### config.mk
export PLATFORM = sky130hd
export DESIGN_NAME = mem_arbiter_flat
export DESIGN_NICKNAME = d
export VERILOG_FILES = /design/src/rtl/mem_arbiter_if.sv /design/src/rtl/mem_arbiter.sv /design/src/flat_wrapper.sv
export SDC_FILE = /design/constraint.sdc
export NUM_CORES = 1
export LEC_CHECK = 0
export CAP_MARGIN = 20
export CORE_UTILIZATION = 40
export DETAILED_ROUTE_END_ITERATION = 7
export GPL_TIMING_DRIVEN = 0
export PLACE_DENSITY_LB_ADDON = 0.08
export SLEW_MARGIN = 20
export SYNTH_ARGS = -nofsm -noshare
export SYNTH_HDL_FRONTEND = slang
export SYNTH_SLANG_ARGS = --single-unit
### constraint.sdc
create_clock -name i_clk -period 3.85 [get_ports i_clk]
set_clock_uncertainty 0.2 [all_clocks]
set_input_delay 0.9625 -clock i_clk [delete_from_list [all_inputs] [get_ports i_clk]]
set_output_delay 0.9625 -clock i_clk [all_outputs]
set_load 0.005 [all_outputs]
### src/rtl/mem_arbiter_if.sv
// Bundle of the fetch, data and memory handshake signals around the arbiter.
// slave is the arbiter's view; master is the view of whatever surrounds it
// (fetch stage, load/store stage and memory model together).
interface mem_arbiter_if;
   // Fetch requester
   logic        i_if_req;
   logic [31:0] i_if_addr;
   logic        o_if_ready;
   logic        o_if_rvalid;
   logic [31:0] o_if_rdata;

   // Data requester
   logic        i_dm_req;
   logic [31:0] i_dm_addr;
   logic        i_dm_wen;
   logic [31:0] i_dm_wdata;
   logic [3:0]  i_dm_mask;
   logic        o_dm_ready;
   logic        o_dm_rvalid;
   logic [31:0] o_dm_rdata;

   // Unified memory port
   logic        o_mem_req;
   logic [31:0] o_mem_addr;
   logic        o_mem_wen;
   logic [31:0] o_mem_wdata;
   logic [3:0]  o_mem_mask;
   logic        i_mem_ready;
   logic        i_mem_rvalid;
   logic [31:0] i_mem_rdata;

   // Status
   logic        o_busy;

   modport slave (
      input  i_if_req, i_if_addr,
      output o_if_ready, o_if_rvalid, o_if_rdata,
      input  i_dm_req, i_dm_addr, i_dm_wen, i_dm_wdata, i_dm_mask,
      output o_dm_ready, o_dm_rvalid, o_dm_rdata,
      output o_mem_req, o_mem_addr, o_mem_wen, o_mem_wdata, o_mem_mask,
      input  i_mem_ready, i_mem_rvalid, i_mem_rdata,
      output o_busy
   );

   modport master (
      output i_if_req, i_if_addr,
      input  o_if_ready, o_if_rvalid, o_if_rdata,
      output i_dm_req, i_dm_addr, i_dm_wen, i_dm_wdata, i_dm_mask,
      input  o_dm_ready, o_dm_rvalid, o_dm_rdata,
      input  o_mem_req, o_mem_addr, o_mem_wen, o_mem_wdata, o_mem_mask,
      output i_mem_ready, i_mem_rvalid, i_mem_rdata,
      input  o_busy
   );
endinterface

### src/rtl/mem_arbiter.sv
// Single-outstanding round-robin arbiter sharing one variable-latency memory
// port between instruction fetch and load/store. One transaction is in
// flight at a time; its response is steered back to whichever side owns it.
module mem_arbiter (
   input  logic         i_clk,
   input  logic         i_rst_n,
   mem_arbiter_if.slave bus
);

   typedef enum logic [1:0] {
      ST_IDLE  = 2'd0,
      ST_ISSUE = 2'd1,
      ST_WAIT  = 2'd2,
      ST_RESP  = 2'd3
   } state_t;

   typedef enum logic {
      GNT_IF = 1'b0,
      GNT_DM = 1'b1
   } grant_t;

   state_t      state_q, state_d;
   grant_t      grant_q, grant_d;
   grant_t      last_grant_q, last_grant_d;
   logic [31:0] addr_q, addr_d;
   logic        wen_q, wen_d;
   logic [31:0] wdata_q, wdata_d;
   logic [3:0]  mask_q, mask_d;
   logic [31:0] rdata_q, rdata_d;

   logic        pick_dm;
   logic        if_ready;
   logic        dm_ready;
   logic        is_store;
   logic [31:0] resp_data;

   // Round-robin choice: data wins if it is alone or if fetch won last time.
   // Ready is also held low while reset is asserted so nothing leaks out.
   always_comb begin
      pick_dm  = bus.i_dm_req && (!bus.i_if_req || (last_grant_q == GNT_IF));
      if_ready = i_rst_n && (state_q == ST_IDLE) && bus.i_if_req && !pick_dm;
      dm_ready = i_rst_n && (state_q == ST_IDLE) && pick_dm;
      is_store = (grant_q == GNT_DM) && wen_q;
      resp_data = is_store ? 32'h0 : bus.i_mem_rdata;
   end

   // Next-state logic: accept in IDLE, hold the request in ISSUE until the
   // memory takes it, collect completion in ISSUE or WAIT, pulse in RESP.
   always_comb begin
      state_d      = state_q;
      grant_d      = grant_q;
      last_grant_d = last_grant_q;
      addr_d       = addr_q;
      wen_d        = wen_q;
      wdata_d      = wdata_q;
      mask_d       = mask_q;
      rdata_d      = rdata_q;

      case (state_q)
         ST_IDLE: begin
            if (dm_ready) begin
               grant_d      = GNT_DM;
               last_grant_d = GNT_DM;
               addr_d       = bus.i_dm_addr & 32'hFFFF_FFFC;
               wen_d        = bus.i_dm_wen;
               wdata_d      = bus.i_dm_wdata;
               mask_d       = bus.i_dm_mask;
               state_d      = ST_ISSUE;
            end else if (if_ready) begin
               grant_d      = GNT_IF;
               last_grant_d = GNT_IF;
               addr_d       = bus.i_if_addr & 32'hFFFF_FFFC;
               wen_d        = 1'b0;
               wdata_d      = 32'h0;
               mask_d       = 4'b1111;
               state_d      = ST_ISSUE;
            end
         end
         ST_ISSUE: begin
            if (bus.i_mem_ready) begin
               if (bus.i_mem_rvalid) begin
                  rdata_d = resp_data;
                  state_d = ST_RESP;
               end else begin
                  state_d = ST_WAIT;
               end
            end
         end
         ST_WAIT: begin
            if (bus.i_mem_rvalid) begin
               rdata_d = resp_data;
               state_d = ST_RESP;
            end
         end
         ST_RESP: begin
            state_d = ST_IDLE;
         end
         default: begin
            state_d = ST_IDLE;
         end
      endcase
   end

   // State and latched-request registers; reset drops any in-flight work.
   always_ff @(posedge i_clk or negedge i_rst_n) begin
      if (!i_rst_n) begin
         state_q      <= ST_IDLE;
         grant_q      <= GNT_IF;
         last_grant_q <= GNT_DM;
         addr_q       <= 32'h0;
         wen_q        <= 1'b0;
         wdata_q      <= 32'h0;
         mask_q       <= 4'h0;
         rdata_q      <= 32'h0;
      end else begin
         state_q      <= state_d;
         grant_q      <= grant_d;
         last_grant_q <= last_grant_d;
         addr_q       <= addr_d;
         wen_q        <= wen_d;
         wdata_q      <= wdata_d;
         mask_q       <= mask_d;
         rdata_q      <= rdata_d;
      end
   end

   // Drive the port: memory fields straight from the latched request,
   // response data only visible during the owner's rvalid pulse.
   always_comb begin
      bus.o_if_ready  = if_ready;
      bus.o_dm_ready  = dm_ready;
      bus.o_mem_req   = (state_q == ST_ISSUE);
      bus.o_mem_addr  = addr_q;
      bus.o_mem_wen   = wen_q;
      bus.o_mem_wdata = wdata_q;
      bus.o_mem_mask  = mask_q;
      bus.o_if_rvalid = (state_q == ST_RESP) && (grant_q == GNT_IF);
      bus.o_dm_rvalid = (state_q == ST_RESP) && (grant_q == GNT_DM);
      bus.o_if_rdata  = bus.o_if_rvalid ? rdata_q : 32'h0;
      bus.o_dm_rdata  = bus.o_dm_rvalid ? rdata_q : 32'h0;
      bus.o_busy      = (state_q != ST_IDLE);
   end

endmodule
### src/flat_wrapper.sv
// flat-port wrapper written by rule: the top's interface ports become plain ports
module mem_arbiter_flat 
  (i_clk, i_rst_n, bus_i_if_req, bus_i_if_addr, bus_o_if_ready, bus_o_if_rvalid, bus_o_if_rdata, bus_i_dm_req, bus_i_dm_addr, bus_i_dm_wen, bus_i_dm_wdata, bus_i_dm_mask, bus_o_dm_ready, bus_o_dm_rvalid, bus_o_dm_rdata, bus_o_mem_req, bus_o_mem_addr, bus_o_mem_wen, bus_o_mem_wdata, bus_o_mem_mask, bus_i_mem_ready, bus_i_mem_rvalid, bus_i_mem_rdata, bus_o_busy);
  mem_arbiter_if bus_i ();
  input  logic i_clk;
  input  logic i_rst_n;
  input wire logic [$bits(bus_i.i_if_req)-1:0] bus_i_if_req;
  input wire logic [$bits(bus_i.i_if_addr)-1:0] bus_i_if_addr;
  output wire logic [$bits(bus_i.o_if_ready)-1:0] bus_o_if_ready;
  output wire logic [$bits(bus_i.o_if_rvalid)-1:0] bus_o_if_rvalid;
  output wire logic [$bits(bus_i.o_if_rdata)-1:0] bus_o_if_rdata;
  input wire logic [$bits(bus_i.i_dm_req)-1:0] bus_i_dm_req;
  input wire logic [$bits(bus_i.i_dm_addr)-1:0] bus_i_dm_addr;
  input wire logic [$bits(bus_i.i_dm_wen)-1:0] bus_i_dm_wen;
  input wire logic [$bits(bus_i.i_dm_wdata)-1:0] bus_i_dm_wdata;
  input wire logic [$bits(bus_i.i_dm_mask)-1:0] bus_i_dm_mask;
  output wire logic [$bits(bus_i.o_dm_ready)-1:0] bus_o_dm_ready;
  output wire logic [$bits(bus_i.o_dm_rvalid)-1:0] bus_o_dm_rvalid;
  output wire logic [$bits(bus_i.o_dm_rdata)-1:0] bus_o_dm_rdata;
  output wire logic [$bits(bus_i.o_mem_req)-1:0] bus_o_mem_req;
  output wire logic [$bits(bus_i.o_mem_addr)-1:0] bus_o_mem_addr;
  output wire logic [$bits(bus_i.o_mem_wen)-1:0] bus_o_mem_wen;
  output wire logic [$bits(bus_i.o_mem_wdata)-1:0] bus_o_mem_wdata;
  output wire logic [$bits(bus_i.o_mem_mask)-1:0] bus_o_mem_mask;
  input wire logic [$bits(bus_i.i_mem_ready)-1:0] bus_i_mem_ready;
  input wire logic [$bits(bus_i.i_mem_rvalid)-1:0] bus_i_mem_rvalid;
  input wire logic [$bits(bus_i.i_mem_rdata)-1:0] bus_i_mem_rdata;
  output wire logic [$bits(bus_i.o_busy)-1:0] bus_o_busy;
  assign bus_i.i_if_req = bus_i_if_req;
  assign bus_i.i_if_addr = bus_i_if_addr;
  assign bus_o_if_ready = bus_i.o_if_ready;
  assign bus_o_if_rvalid = bus_i.o_if_rvalid;
  assign bus_o_if_rdata = bus_i.o_if_rdata;
  assign bus_i.i_dm_req = bus_i_dm_req;
  assign bus_i.i_dm_addr = bus_i_dm_addr;
  assign bus_i.i_dm_wen = bus_i_dm_wen;
  assign bus_i.i_dm_wdata = bus_i_dm_wdata;
  assign bus_i.i_dm_mask = bus_i_dm_mask;
  assign bus_o_dm_ready = bus_i.o_dm_ready;
  assign bus_o_dm_rvalid = bus_i.o_dm_rvalid;
  assign bus_o_dm_rdata = bus_i.o_dm_rdata;
  assign bus_o_mem_req = bus_i.o_mem_req;
  assign bus_o_mem_addr = bus_i.o_mem_addr;
  assign bus_o_mem_wen = bus_i.o_mem_wen;
  assign bus_o_mem_wdata = bus_i.o_mem_wdata;
  assign bus_o_mem_mask = bus_i.o_mem_mask;
  assign bus_i.i_mem_ready = bus_i_mem_ready;
  assign bus_i.i_mem_rvalid = bus_i_mem_rvalid;
  assign bus_i.i_mem_rdata = bus_i_mem_rdata;
  assign bus_o_busy = bus_i.o_busy;
  mem_arbiter u_core (.i_clk(i_clk), .i_rst_n(i_rst_n), .bus(bus_i));
endmodule
==> flow_metrics.env <==
export IMPL_status="finished, final reports clean"
export IMPL_fillers=902
export IMPL_path_depth=5
export IMPL_cp_max_fo=10
export IMPL_worst_path_largest_cell_delay_ns=0.62
export IMPL_crit_required_ns=2.69
export IMPL_ioPinCount=278
export IMPL_nNetsFinal=830
export IMPL_clk_pin_slew_worst_paths_ns=0.07
export IMPL_finalCritPeriodShare_pct=98.71
export IMPL_clkPwrFrac_pct=19.0
export IMPL_drtIter0Drc=244
export IMPL_dieArea_sq_um=12290
export IMPL_cp_slowest_cell="clkdlybuf4s50_1"
export IMPL_place_gp_congestion=0.7914
export IMPL_die_w_microns=110.8
export IMPL_cp_common_cell="clkdlybuf4s50_1"
export IMPL_finalSetupViolations=0
export IMPL_synth_edf_count=0
export IMPL_post_route_util_pct=70.80
export IMPL_path_cells="clkdlybuf4s50_1, nand3_2, a21oi_4, buf_4, clkdlybuf4s50_1"
export IMPL_worstPathArrival_ns=2.64
export IMPL_clock_sinks=103
export IMPL_switchingPower_uw=1693
export IMPL_rsz0062_at_grt="true"
export IMPL_synth_area_per_cell_sq_um=11.85
export IMPL_dominantRegCellSynth="dfrtp_1"
export IMPL_wl_mm=15.32
export IMPL_fp_coreArea_sq_um=11470
export IMPL_root_buffer="clkbuf_16"
export IMPL_cts_buffers=9
export IMPL_die_y_microns=110.8
export IMPL_finalHoldViolations=0
export IMPL_drive_gt1_share_pct=11.58
export IMPL_max_freq_mhz=263.1
export IMPL_viasPerCell=5.254
export IMPL_drc_errors=0
export IMPL_r2r_start="u_core.state_q[0]"
export IMPL_synth_seq_cells=103
export IMPL_sequentialPowerShare_pct=34.9
export IMPL_syn2layout_area_growth_pct=71.35
export IMPL_critPathLaunch="bus_i_if_req"
export IMPL_first_global_vias=4670
export IMPL_hp_class="in -> async"
export IMPL_start_kind="input pin"
export IMPL_intPower_uw=3795
export IMPL_initial_utilization_pct=41.32
export IMPL_grt_pass1_wl_mm=24.36
export IMPL_cts_hold_buffers=0
export IMPL_antenna_left=0
export IMPL_final_min_clock_period_ns=3.800
export IMPL_antenna_diode_count=0
export IMPL_fin_setup_tns_ns=0
export IMPL_grt_antenna_before_repair=0
export IMPL_top_usage_layer="met2"
export IMPL_critical_path_class="in -> out"
export IMPL_ir_worst_vdd_v=0.0003223
export IMPL_rows=39
export IMPL_critPathCaptureType="primary output"
export IMPL_use_met3_pct=5.960
export IMPL_crit_buf_inv=3
export IMPL_ys_async_sr_fraction_pct=100.0
export IMPL_grt_overflow=0
export IMPL_grt_use_met1_pct=29.65
export IMPL_max_clock_path_buffers=2
export IMPL_wl_per_cell_microns=18.37
export IMPL_powerDensity_nw_per_um2=676.0
export IMPL_syn_area_sq_um=4738
export IMPL_port_buffers=270
export IMPL_worstSkewPairLatency_ns=0.34
export IMPL_synth_distinct_cells=30
export IMPL_cts_max_level=3
export IMPL_cp_top_family="buffers and inverters"
export IMPL_first_pass_iters=4
export IMPL_hpwl_mm=11.51
export IMPL_yosys_warnings=0
export IMPL_p_leak_uw=0.003608
export IMPL_maxSlewViolCount=0
export IMPL_maxCapViolations=0
export IMPL_syn_inst=400
export IMPL_switching_share_pct=30.85
export IMPL_grt_use_total_pct=25.15
export IMPL_grt_max_degree=39
export IMPL_r2r_cells=5
export IMPL_cts_tree="done"
export IMPL_via_count=4382
export IMPL_met2_usage_pct=44.27
export IMPL_combinationalPowerShare_pct=46.0
export IMPL_ys_seq_area_share_pct=54.42
-- sequential cells by signal, indices dropped and copies added (netlist names) --
| name | cells |
|---|---|
| u_core.last_grant_q | 1 |
| u_core.bus.o_mem_mask | 4 |
| u_core.rdata_q | 32 |
| u_core.bus.o_mem_addr | 30 |
| u_core.bus.o_mem_wdata | 32 |
| u_core.grant_q | 1 |
| u_core.state_q | 2 |
| u_core.bus.o_mem_wen | 1 |
-- path summary, 6_finish.rpt --
| check | end | slack, ns |
|---|---|---|
| min in group i_clk | u_core.bus.o_mem_mask[1] | 0.29 |
| min reg2reg | u_core.bus.o_mem_mask[1] | 0.29 |
| max reg2reg | u_core.state_q[1] | 1.62 |
| max | bus_o_if_ready | 0.05 |
| max in group asynchronous | u_core.state_q[1] | 2.60 |
| min | u_core.rdata_q[9] | 0.25 |
-- synth_stat cells, types with 2 or more instances --
cell type    n  area share [%]
buf_2       12             1.3
a21bo_2     32             6.8
nand2_1      5            0.40
inv_1        6            0.48
buf_4        6            0.95
o22a_1       4            0.74
and2_0       3            0.40
and3_1      33             4.4
a22o_1      33             6.1
dfrtp_1    102              54
ha_1         5             1.3
a221o_1     30             6.3
nand4_1     32             4.2
and2_1      60             7.9
clkbuf_1    21             1.7
nand3_1      2            0.21
-- logic make-up (layout without fill, tap and decap cells) --
group                      after synthesis  after routing  synth area share (%)
muxes                                    3              3                0.6865
buffers and inverters                   46            336                 4.489
AOI/OAI and AO/OA                      106            106                 21.36
other                                    1              2               0.07914
DFF                                    103            103                 54.42
adders and majority gates                5              5                 1.320
and+or+nand+nor                        136            136                 17.64
-- area by class of cell --
type / instances / area, sq um / area share [%]
Buffer: 39 / 191.4 / 2.358
Sequential cell: 103 / 2579 / 31.76
Timing Repair Buffer: 274 / 2819 / 34.72
Clock buffer: 9 / 225.2 / 2.774
Multi-Input combinational cell: 252 / 1976 / 24.33
Inverter: 7 / 28.78 / 0.3544
Tap cell: 143 / 178.9 / 2.204
Clock inverter: 7 / 121.4 / 1.495
-- power by group through the flow --
| stage | clock [uW] | sequential, uW | combinational, uW |
|---|---|---|---|
| final | 1050 | 1920 | 2530 |
| after global routing | 1110 | 1980 | 2730 |
| after CTS | 1060 | 1910 | 2540 |
| after detailed placement | 0 | 1900 | 2520 |
| after global placement | 0 | 1890 | 2450 |
| after floorplan | 0 | 1870 | 1130 |
-- timing repair --
action                                  CTS  global route
setup buffers                             1             0
resized for setup                         6             7
endpoints found under the setup margin    2            13
cloned                                    2             0
-- through the flow --
stage / setup WS, ns / hold slack (ns) / cell area [sq um] / std cells / total power (uW)
final: 0.04977 / 0.2512 / 8119 / 834 / 5488
after global routing: -0.01489 / 0.2593 / 8119 / 834 / 5811
after CTS: 0.03246 / 0.2610 / 8093 / 834 / 5512
after detailed placement: -0.4686 / 0.2795 / 7652 / 815 / 4423
after global placement: -4.321 / 0.2727 / 7624 / 814 / 4338
after floorplan: 1.168 / 0.2691 / 4742 / 401 / 2992
-- routing by layer --
metal,up-vias,part of all wire (%)
met3,29,6.8
met1,2124,41
li1,2057,-
met2,172,50
met4,0,2.4
met5,-,0
-- worst reg2reg max path, cell delays in order, from the launching register on --
cell and delay (ns):
dfrtp_1 0.41, inv_1 0.16, ha_1 0.35, o211ai_4 0.19, a222oi_1 0.42, mux2_1 0.38
-- cell usage in the layout (no fill, tap or decap), types with 6 or more instances in the layout --
master,n
a22o_1,33
clkdlybuf4s50_1,268
and3_1,33
buf_2,11
dfrtp_1,102
a21bo_2,32
nand4_1,32
a221o_1,30
and2_1,60
inv_1,6
clkbuf_1,20
buf_4,7
clkbuf_16,9
(Power assumes the default switching activity.)
